[src/rtl/decoder_pkg.sv]
// Shared constants and helpers for the scan decoder family.
//   IDLE/DIRECT/SCAN : registered state encoding
//   onehot()         : index -> one-hot line vector (indices up to MAX_N bits)
//   clog2()          : ceiling log2 for sizing counters
package decoder_pkg;

  localparam logic [1:0] IDLE   = 2'd0;
  localparam logic [1:0] DIRECT = 2'd1;
  localparam logic [1:0] SCAN   = 2'd2;

  // Widest select supported by onehot(); callers cast down to their own width.
  localparam int unsigned MAX_N    = 8;
  localparam int unsigned MAX_OUTS = 1 << MAX_N;

  function automatic logic [MAX_OUTS-1:0] onehot(input logic [MAX_N-1:0] idx);
    return MAX_OUTS'(1) << idx;
  endfunction

  function automatic int unsigned clog2(input int unsigned v);
    int unsigned r;
    r = 0;
    while ((64'd1 << r) < 64'(v)) r = r + 1;
    return r;
  endfunction

endpackage

[src/rtl/dwell_counter.sv]
// Dwell counter: counts 0..DIV-1 while enabled, wraps to 0 after DIV-1.
//   clk, rst  : clock, async active-high reset
//   i_clr     : synchronous clear (priority over i_en)
//   i_en      : advance the count
//   o_tick_c  : combinational, high while the count sits at DIV-1
module dwell_counter
  import decoder_pkg::*;
#(
  parameter int unsigned DIV = 4
) (
  input  logic clk,
  input  logic rst,
  input  logic i_clr,
  input  logic i_en,
  output logic o_tick_c
);

  localparam int unsigned DW = (DIV <= 1) ? 1 : clog2(DIV);

  logic [DW-1:0] r_cnt;
  logic          w_tick;

  // With DIV=1 the count never leaves 0, so the tick is permanently high.
  assign w_tick   = (r_cnt == DW'(DIV - 1));
  assign o_tick_c = w_tick;

  always_ff @(posedge clk or posedge rst) begin
    if (rst) begin
      r_cnt <= '0;
    end else if (i_clr) begin
      r_cnt <= '0;
    end else if (i_en) begin
      r_cnt <= w_tick ? '0 : r_cnt + DW'(1);
    end
  end

endmodule

[src/rtl/scan_decoder.sv]
// Registered N-to-2^N one-hot decoder with enable and auto-scan mode.
//   clk, rst : clock, async active-high reset
//   ena      : 0 = all lines deasserted and scan frozen
//   mode     : 0 = direct decode of n, 1 = auto-scan
//   load     : scan mode only, jump to line n and restart the dwell
//   n        : direct select / scan load value
//   d        : decoded lines (asserted low when ACTIVE_LOW)
//   sel      : index of the selected line
//   valid    : d carries exactly one asserted line
//   wrap     : one-cycle pulse when the scan steps from the last line to 0
module scan_decoder
  import decoder_pkg::*;
#(
  parameter int unsigned N          = 3,
  parameter int unsigned DIV        = 4,
  parameter bit          ACTIVE_LOW = 1'b0
) (
  input  logic                  clk,
  input  logic                  rst,
  input  logic                  ena,
  input  logic                  mode,
  input  logic                  load,
  input  logic [N-1:0]          n,
  output logic [(1 << N)-1:0]   d,
  output logic [N-1:0]          sel,
  output logic                  valid,
  output logic                  wrap
);

  // N is limited to MAX_N by the package onehot() helper.
  localparam int unsigned     OUTS     = 1 << N;
  localparam logic [OUTS-1:0] DEASSERT = {OUTS{ACTIVE_LOW}};

  logic [1:0]      r_state;
  logic [N-1:0]    r_sel;
  logic [OUTS-1:0] r_d;
  logic            r_wrap;

  logic [1:0]      w_state_nxt;
  logic [N-1:0]    w_sel_nxt;
  logic [OUTS-1:0] w_d_nxt;
  logic            w_wrap_nxt;
  logic            w_clr;
  logic            w_en;
  logic            w_tick;

  dwell_counter #(
    .DIV (DIV)
  ) u_dwell (
    .clk      (clk),
    .rst      (rst),
    .i_clr    (w_clr),
    .i_en     (w_en),
    .o_tick_c (w_tick)
  );

  // Next state, next select and dwell control; n/mode/load are not read in IDLE.
  always_comb begin
    w_state_nxt = IDLE;
    w_sel_nxt   = r_sel;
    w_wrap_nxt  = 1'b0;
    w_clr       = 1'b0;
    w_en        = 1'b0;

    if (ena) w_state_nxt = mode ? SCAN : DIRECT;

    case (w_state_nxt)
      DIRECT: begin
        w_sel_nxt = n;
        w_clr     = 1'b1;
      end
      SCAN: begin
        if (load) begin
          w_sel_nxt = n;
          w_clr     = 1'b1;
        end else begin
          w_en = 1'b1;
          if (w_tick) begin
            w_sel_nxt  = r_sel + N'(1);
            w_wrap_nxt = (r_sel == N'(OUTS - 1));
          end
        end
      end
      default: ;
    endcase

    // XOR with the idle pattern applies the output polarity.
    w_d_nxt = DEASSERT;
    if (w_state_nxt != IDLE) w_d_nxt = OUTS'(onehot(MAX_N'(w_sel_nxt))) ^ DEASSERT;
  end

  always_ff @(posedge clk or posedge rst) begin
    if (rst) begin
      r_state <= IDLE;
      r_sel   <= '0;
      r_d     <= DEASSERT;
      r_wrap  <= 1'b0;
    end else begin
      r_state <= w_state_nxt;
      r_sel   <= w_sel_nxt;
      r_d     <= w_d_nxt;
      r_wrap  <= w_wrap_nxt;
    end
  end

  assign d     = r_d;
  assign sel   = r_sel;
  assign wrap  = r_wrap;
  // Every non-IDLE state drives exactly one line.
  assign valid = (r_state != IDLE);

endmodule
[config.mk]
export PLATFORM = sky130hd
export DESIGN_NAME = scan_decoder
export DESIGN_NICKNAME = d
export VERILOG_FILES = /design/src/rtl/decoder_pkg.sv /design/src/rtl/dwell_counter.sv /design/src/rtl/scan_decoder.sv
export SDC_FILE = /design/constraint.sdc
export NUM_CORES = 1
export LEC_CHECK = 0
export CORE_UTILIZATION = 44
export DETAILED_ROUTE_END_ITERATION = 6
export PLACE_DENSITY = 0.75
export SETUP_SLACK_MARGIN = 0.4
export SKIP_LAST_GASP = 1
export SYNTH_ARGS = -nofsm -noshare
export SYNTH_HDL_FRONTEND = slang
export SYNTH_SLANG_ARGS = --single-unit
export TNS_END_PERCENT = 50
[constraint.sdc]
create_clock -name clk -period 2.48 [get_ports clk]
set_clock_uncertainty 0.15 [all_clocks]
set_input_delay 0.248 -clock clk [delete_from_list [all_inputs] [get_ports clk]]
set_output_delay 0.248 -clock clk [all_outputs]
set_load 0.02 [all_outputs]
==> results.py, run 1 <==
metrics = {
    "clock_network": {
        "clockBufferDepth": 2,
        "numCtsBuffers": 3,
        "post_cts_buffers": 0,
        "cts_tree": "done",
        "path_clk_slew_ps": 90,
        "cts-root-buf": "clkbuf_4",
        "cts_htree_levels": 1,
        "cts_hold_buf": 0,
        "cts_resized": 0,
        "insertion_delay_ps": 290,
        "cts.sink_count": 16,
    },
    "sta": {
        "max_slew.worst_pin.slew_ps": 559.8,
        "hold_viol": 0,
        "finalMaxSlewViolations": 0,
        "min_period_over_period_pct": 74.94,
        "fmax_mhz": 538.1,
        "slew_headroom_pct": 62.64,
        "rsz0062_at_grt": "no",
        "layout_min_cycle_time_ps": 1859,
        "setup_viol": 0,
        "finalSetupTns_ps": 0,
    },
    "yosys": {
        "synth.net_count": 84,
        "seq_area_frac_synth_pct": 51.36,
        "synth_compound_area_share_pct": 12.68,
        "syn_avg_cell_area_um2": 10.68,
        "synth-simple-area-share_pct": 21.83,
        "postSynthCellCount": 73,
        "synthAdderAreaFrac_pct": 4.815,
        "synthXorXnorAreaFrac_pct": 0,
        "synth_top_family_by_area": "simple AND/OR/NAND/NOR gates",
        "synthArstFlopShare_pct": 100.0,
        "synth_top_area_share_pct": 51.36,
        "ys_seq_elements": 16,
        "ys_top_cells_by_area": "dfrtp_1 51%, ha_1 4.8%, nor2_1 4.8%, and3_4 2.9%, nand2_1 2.9%",
        "synth_edf_count": 0,
        "synth_top_area_cell": "dfrtp_1",
        "yosysWarnings": 0,
        "ys_types": 30,
        "synth.most_common_cell": "dfrtp_1",
        "synth_ff_type": "dfrtp_1",
        "synth_commonest_cells": "16 x dfrtp_1, 10 x nor2_1, 6 x nand2_1",
        "synthMuxAreaShare_pct": 4.494,
        "synth_area_um2": 779.5,
    },
    "global_route": {
        "antenna_found_initial": 0,
        "grt_max_degree": 17,
        "grt_overflow": 0,
        "grt_pass1_vias": 558,
        "track_usage_pct": 16.88,
        "grt_pass1_wl_mm": 2.366,
    },
    "run_status": {
        "outcome": "finished with violations",
        "violations": "design-rule violations",
    },
    "worst_setup_path": {
        "cpMostUsedCell": "ha_1",
        "worstRegToRegCells": 5,
        "path_delay_family": "adder cells",
        "cp-end-kind": "register",
        "rr_startpoint": "sel[0]$_DFF_PP0_",
        "cp_num_buf_inv": 0,
        "worstReg2RegEnd": "d[7]$_DFF_PP0_",
        "worstPathArrival_ps": 1900,
        "critPathMaxStageDelay_ps": 450,
        "cp_max_fo": 5,
        "worst-endpoint-required_ps": 2520,
        "cp_slowest_cell": "dfrtp_1",
        "start_kind": "register",
        "r2r_slack_ps": 620,
        "cp_cell_sequence": "ha_1, ha_1, mux2_4, a22o_1, and2_1",
        "path_class": "register to register",
    },
    "drt": {
        "met1_length_um": 604,
        "drtIter0Drc": 20,
        "drt_wl_total_mm": 1.362,
        "wl_per_cell_um": 12.38,
        "firstDrtPassIters": 6,
        "drtAntennaViolNets": 0,
        "wl_met3_um": 69,
        "drc": 2,
        "num_vias": 585,
        "highest_layer": "met4",
        "dr_wl_met2_um": 666,
        "vias_per_cell": 5.318,
    },
    "placed_design": {
        "port_buffers": 20,
        "post-dp-hpwl_mm": 1.055,
        "dp_cells": 107,
        "gp_congestion": 0.8465,
    },
    "floorplan": {
        "die_w_um": 44.09,
        "start_util_pct": 49.44,
        "die_area_um2": 1944,
        "core-area_um2": 1577,
        "fp.dieH_um": 44.09,
        "rows": 14,
        "io_pins": 21,
    },
    "pwr": {
        "power.switching_uw": 154.6,
        "clkPwrFrac_pct": 24.7,
        "p_int_uw": 391.4,
        "power_frac_comb_pct": 22.6,
        "leakage_uw": 0.0004468,
        "power_density_nw_per_um2": 544.1,
        "vdd_drop_max_v": 0.0002490,
        "p_sw_share_pct": 28.31,
        "seq_power_share_pct": 52.7,
        "power_uw": 546.0,
    },
    "layout": {
        "antenna_cells": 0,
        "n_fill_cell": 131,
        "nNetsFinal": 107,
        "drive_gt1_share_pct": 11.70,
        "layout.cells.non_filler": 110,
        "synthToLayoutAreaGrowth_pct": 28.73,
    },
    "run": {
        "cap_violations": 0,
    },
    "worst_hold_path": {
        "worstHoldPathType": "input port to async pin",
    },
}
-- power groups by stage --
stage	Clock (uW)	Combinational [uW]	Sequential, uW
final	135	123	288
after global routing	148	137	290
after CTS	136	124	288
after detailed placement	0	123	294
after global placement	0	122	293
after floorplan	0	58.5	307
-- worst max path at each step --
stage	end	startpoint	slack [ps]	cells past startpoint
global placement	d[1]$_DFF_PP0_	ena	490	5
CTS	d[7]$_DFF_PP0_	sel[0]$_DFF_PP0_	620	5
finish	d[7]$_DFF_PP0_	sel[0]$_DFF_PP0_	620	5
floorplan	d[6]$_DFF_PP0_	sel[0]$_DFF_PP0_	630	5
detailed placement	d[5]$_DFF_PP0_	ena	470	5
global route	d[5]$_DFF_PP0_	sel[0]$_DFF_PP0_	550	6
-- layer usage --
| metal | GRT usage, % | vias to the layer above |
|---|---|---|
| li1 | - | 295 |
| met1 | 22.07 | 268 |
| met2 | 27.94 | 20 |
| met3 | 3.673 | 2 |
| met4 | 5.455 | 0 |
| met5 | 0 | - |
-- cells by family (layout without fill, tap and decap cells) --
logic type	after synthesis	count (layout)
flip-flops	16	16
buffers and inverters	7	28
adder cells (fa/ha/maj)	3	3
AO/OA/AOI/OAI	13	13
AND/OR/NAND/NOR	31	31
multiplexers	3	3
-- flip-flops by register name (all words and copies together) (netlist names) --
signal         count
r_state            2
sel                3
d                  8
wrap               1
u_dwell.r_cnt      2
-- cell type report --
cell class	count	area [um^2]	share of cell area (%)
inverter	5	18.77	1.870
multi-input combinational	50	341.6	34.04
tap	16	20.02	1.995
clock buffer	3	22.52	2.244
sequential	16	400.4	39.90
timing repair buffer	20	200.2	19.95
-- metrics by stage --
stage	utilization, %	hold WS [ps]	worst slack, ps	area (um^2)
floorplan	-	11.74	633.9	779.5
global placement	62.22	323.3	492.0	980.9
detailed placement	62.22	330.9	469.5	980.9
CTS	63.65	193.0	619.9	1003
global route	63.65	238.5	549.4	1003
finish	63.65	163.3	621.5	1003
-- placed cells by master, fill, tap and decap left out --
cell,instances
o21ai_1,2
ha_1,3
a21oi_1,2
and3_4,2
o32ai_1,2
o2bb2ai_1,1
o21ai_2,1
mux2_4,1
or3_1,1
or2_1,1
clkbuf_4,3
nand2_1,6
nand2b_1,1
nor2_1,10
o211ai_1,1
and2_1,3
clkdlybuf4s50_1,20
dfrtp_1,16
mux2i_1,2
nor3b_1,1
nand3b_1,1
o21ai_0,1
inv_2,1
a22oi_1,1
o221ai_2,1
inv_1,4
a22o_1,1
nand2b_2,2
nand3_1,2
and2b_1,1
(Power assumes the default switching activity.)
==> inputs of run 2 (changes only) <==
==> constraint.sdc (replaced) <==
create_clock -name clk -period 1.8 [get_ports clk]
set_clock_uncertainty 0.15 [all_clocks]
set_input_delay 0.18 -clock clk [delete_from_list [all_inputs] [get_ports clk]]
set_output_delay 0.18 -clock clk [all_outputs]
set_load 0.02 [all_outputs]
==> results.py, run 2 (synthesis results as in run 1) <==
metrics = {
    "run_status": {
        "outcome": "finished, final reports clean",
    },
    "worst_setup_path": {
        "worst-endpoint-required_ps": 1830,
        "start_kind": "register",
        "cp_max_fo": 3,
        "cp-end-kind": "register",
        "worstPathArrival_ps": 1740,
        "path_class": "register to register",
    },
    "run": {
        "cap_violations": 0,
    },
    "layout": {
        "largest_reg_flops": 8,
        "synthToLayoutAreaGrowth_pct": 53.61,
        "drive_gt1_share_pct": 36.45,
        "layout_commonest_cell": "dfrtp_1",
        "most-common-layout-cells": "14 x dfrtp_1, 13 x clkdlybuf4s50_1, 12 x buf_4, 10 x nor2_1, 6 x nand2_1",
        "final_util_pct": 75.95,
        "antenna_cells": 0,
        "nNetsFinal": 120,
    },
    "floorplan": {
        "core-area_um2": 1577,
        "fp.dieH_um": 44.09,
        "die_w_um": 44.09,
        "rows": 14,
        "start_util_pct": 49.44,
        "die_area_um2": 1944,
        "io_pins": 21,
    },
    "global_route": {
        "grt_max_degree": 17,
        "antenna_found_initial": 0,
        "grt_pass1_vias": 637,
        "grt_pass1_wl_mm": 2.649,
        "grt_overflow": 0,
        "track_usage_pct": 18.78,
    },
    "worst_hold_path": {
        "worstHoldPathType": "input port to async pin",
    },
    "drt": {
        "drtIter0Drc": 8,
        "wl_per_cell_um": 14.00,
        "drtAntennaViolNets": 0,
        "num_vias": 651,
        "wl_met3_um": 55,
        "met1_length_um": 772,
        "vias_per_cell": 5.293,
        "firstDrtPassIters": 7,
        "dr_wl_met2_um": 869,
        "drc": 0,
        "drt_wl_total_mm": 1.722,
        "highest_layer": "met4",
    },
    "clock_network": {
        "cts_htree_levels": 1,
        "clockBufferDepth": 2,
        "cts-root-buf": "clkbuf_4",
        "cts_tree": "done",
        "path_clk_slew_ps": 90,
        "numCtsBuffers": 3,
        "cts.sink_count": 16,
        "insertion_delay_ps": 280,
    },
    "placed_design": {
        "port_buffers": 20,
        "gp_congestion": 0.8615,
        "post-dp-hpwl_mm": 1.144,
    },
    "sta": {
        "slew_headroom_pct": 60.28,
        "layout_min_cycle_time_ps": 1713,
        "rsz0062_at_grt": "yes",
        "min_period_over_period_pct": 95.16,
        "finalMaxSlewViolations": 0,
        "hold_viol": 0,
        "max_slew.worst_pin.slew_ps": 595.1,
        "finalSetupTns_ps": 0,
        "setup_viol": 0,
        "fmax_mhz": 583.8,
    },
    "pwr": {
        "vdd_drop_max_v": 0.0004101,
        "power_density_nw_per_um2": 693.8,
        "leakage_uw": 0.0005655,
    },
}
==> run 2: cell types whose count changed in the layout (fill, tap and decap cells not counted), sizes merged <==
cell and change:
clkdlybuf4s15 +1, dlymetal6s2s +3, buf +14, clkdlybuf4s50 -7, dlygate4sd2 +2
==> run 2: final cells by class <==
type,count,area [um^2]
tap,16,20.02
sequential,16,402.9
timing repair buffer,33,302.8
multi-input combinational,50,430.4
fill,107,379.1
inverter,5,18.77
clock buffer,3,22.52
==> run 2: path summary, 6_finish.rpt <==
kind                                              start                           end  slack (ps)  cells past startpoint
max in group asynchronous                           rst              sel[1]$_DFF_PP0_         970                      2
max                                    sel[0]$_DFF_PP0_                d[6]$_DFF_PP0_          90                      5
max reg2reg                            sel[0]$_DFF_PP0_                d[6]$_DFF_PP0_          90                      5
min in group clk                                    ena              sel[2]$_DFF_PP0_         200                      3
min                                                 rst                d[0]$_DFF_PP0_         110                      2
min reg2reg                u_dwell.r_cnt[0]$_DFFE_PP0P_  u_dwell.r_cnt[0]$_DFFE_PP0P_         390                      1
==> run 2: metrics by stage <==
stage                     worst slack, ps  area [um^2]  total power [uW]  cells  hold slack, ps
after floorplan                     110.6        807.0             515.1     73          -56.40
after global placement              51.99         1054             600.2    113           320.5
after detailed placement            3.708         1054             603.7    113           331.5
after CTS                           119.5         1162             822.8    122           129.1
after global routing                49.34         1197             872.5    123           185.9
final                               87.09         1197             830.7    123           113.1
==> run 2: what timing repair did <==
item / 4_1_cts / 5_1_grt
pin swaps: 4 / 6
setup buffers: 6 / 1
endpoints found under the setup margin: 25 / 25
hold buffers: 0 / 0
resized for setup: 18 / 7
==> run 2: report_power, final <==
part | total, uW | internal, uW | leakage, uW | switching [uW]
Combinational | 247 | 129 | 0.000342 | 117
Sequential | 401 | 382 | 0.000210 | 19.5
Clock | 183 | 77.6 | 0.0000138 | 105
==> run 2: worst max-delay path, stage by stage (launching register included) <==
cell,delay [ps]
dfrtp_2,450
ha_4,170
ha_4,210
mux2_4,270
a22o_1,210
and2_1,150
==> run 2: routing by layer <==
| metal | up-vias | GRT usage (%) |
|---|---|---|
| li1 | 320 | - |
| met1 | 308 | 24.20 |
| met2 | 18 | 30.00 |
| met3 | 5 | 3.673 |
| met4 | 0 | 9.697 |
| met5 | - | 0 |
==> inputs of run 3 (changes only) <==
--- a/config.mk
+++ b/config.mk
@@ -7,6 +7,7 @@
 export LEC_CHECK = 0
 export CORE_UTILIZATION = 44
 export DETAILED_ROUTE_END_ITERATION = 6
+export HOLD_SLACK_MARGIN = 0.05
 export PLACE_DENSITY = 0.75
 export SETUP_SLACK_MARGIN = 0.4
 export SKIP_LAST_GASP = 1
==> results of run 3 <==
Same layout as run 2: the final DEF is identical, and so are final timing and power.
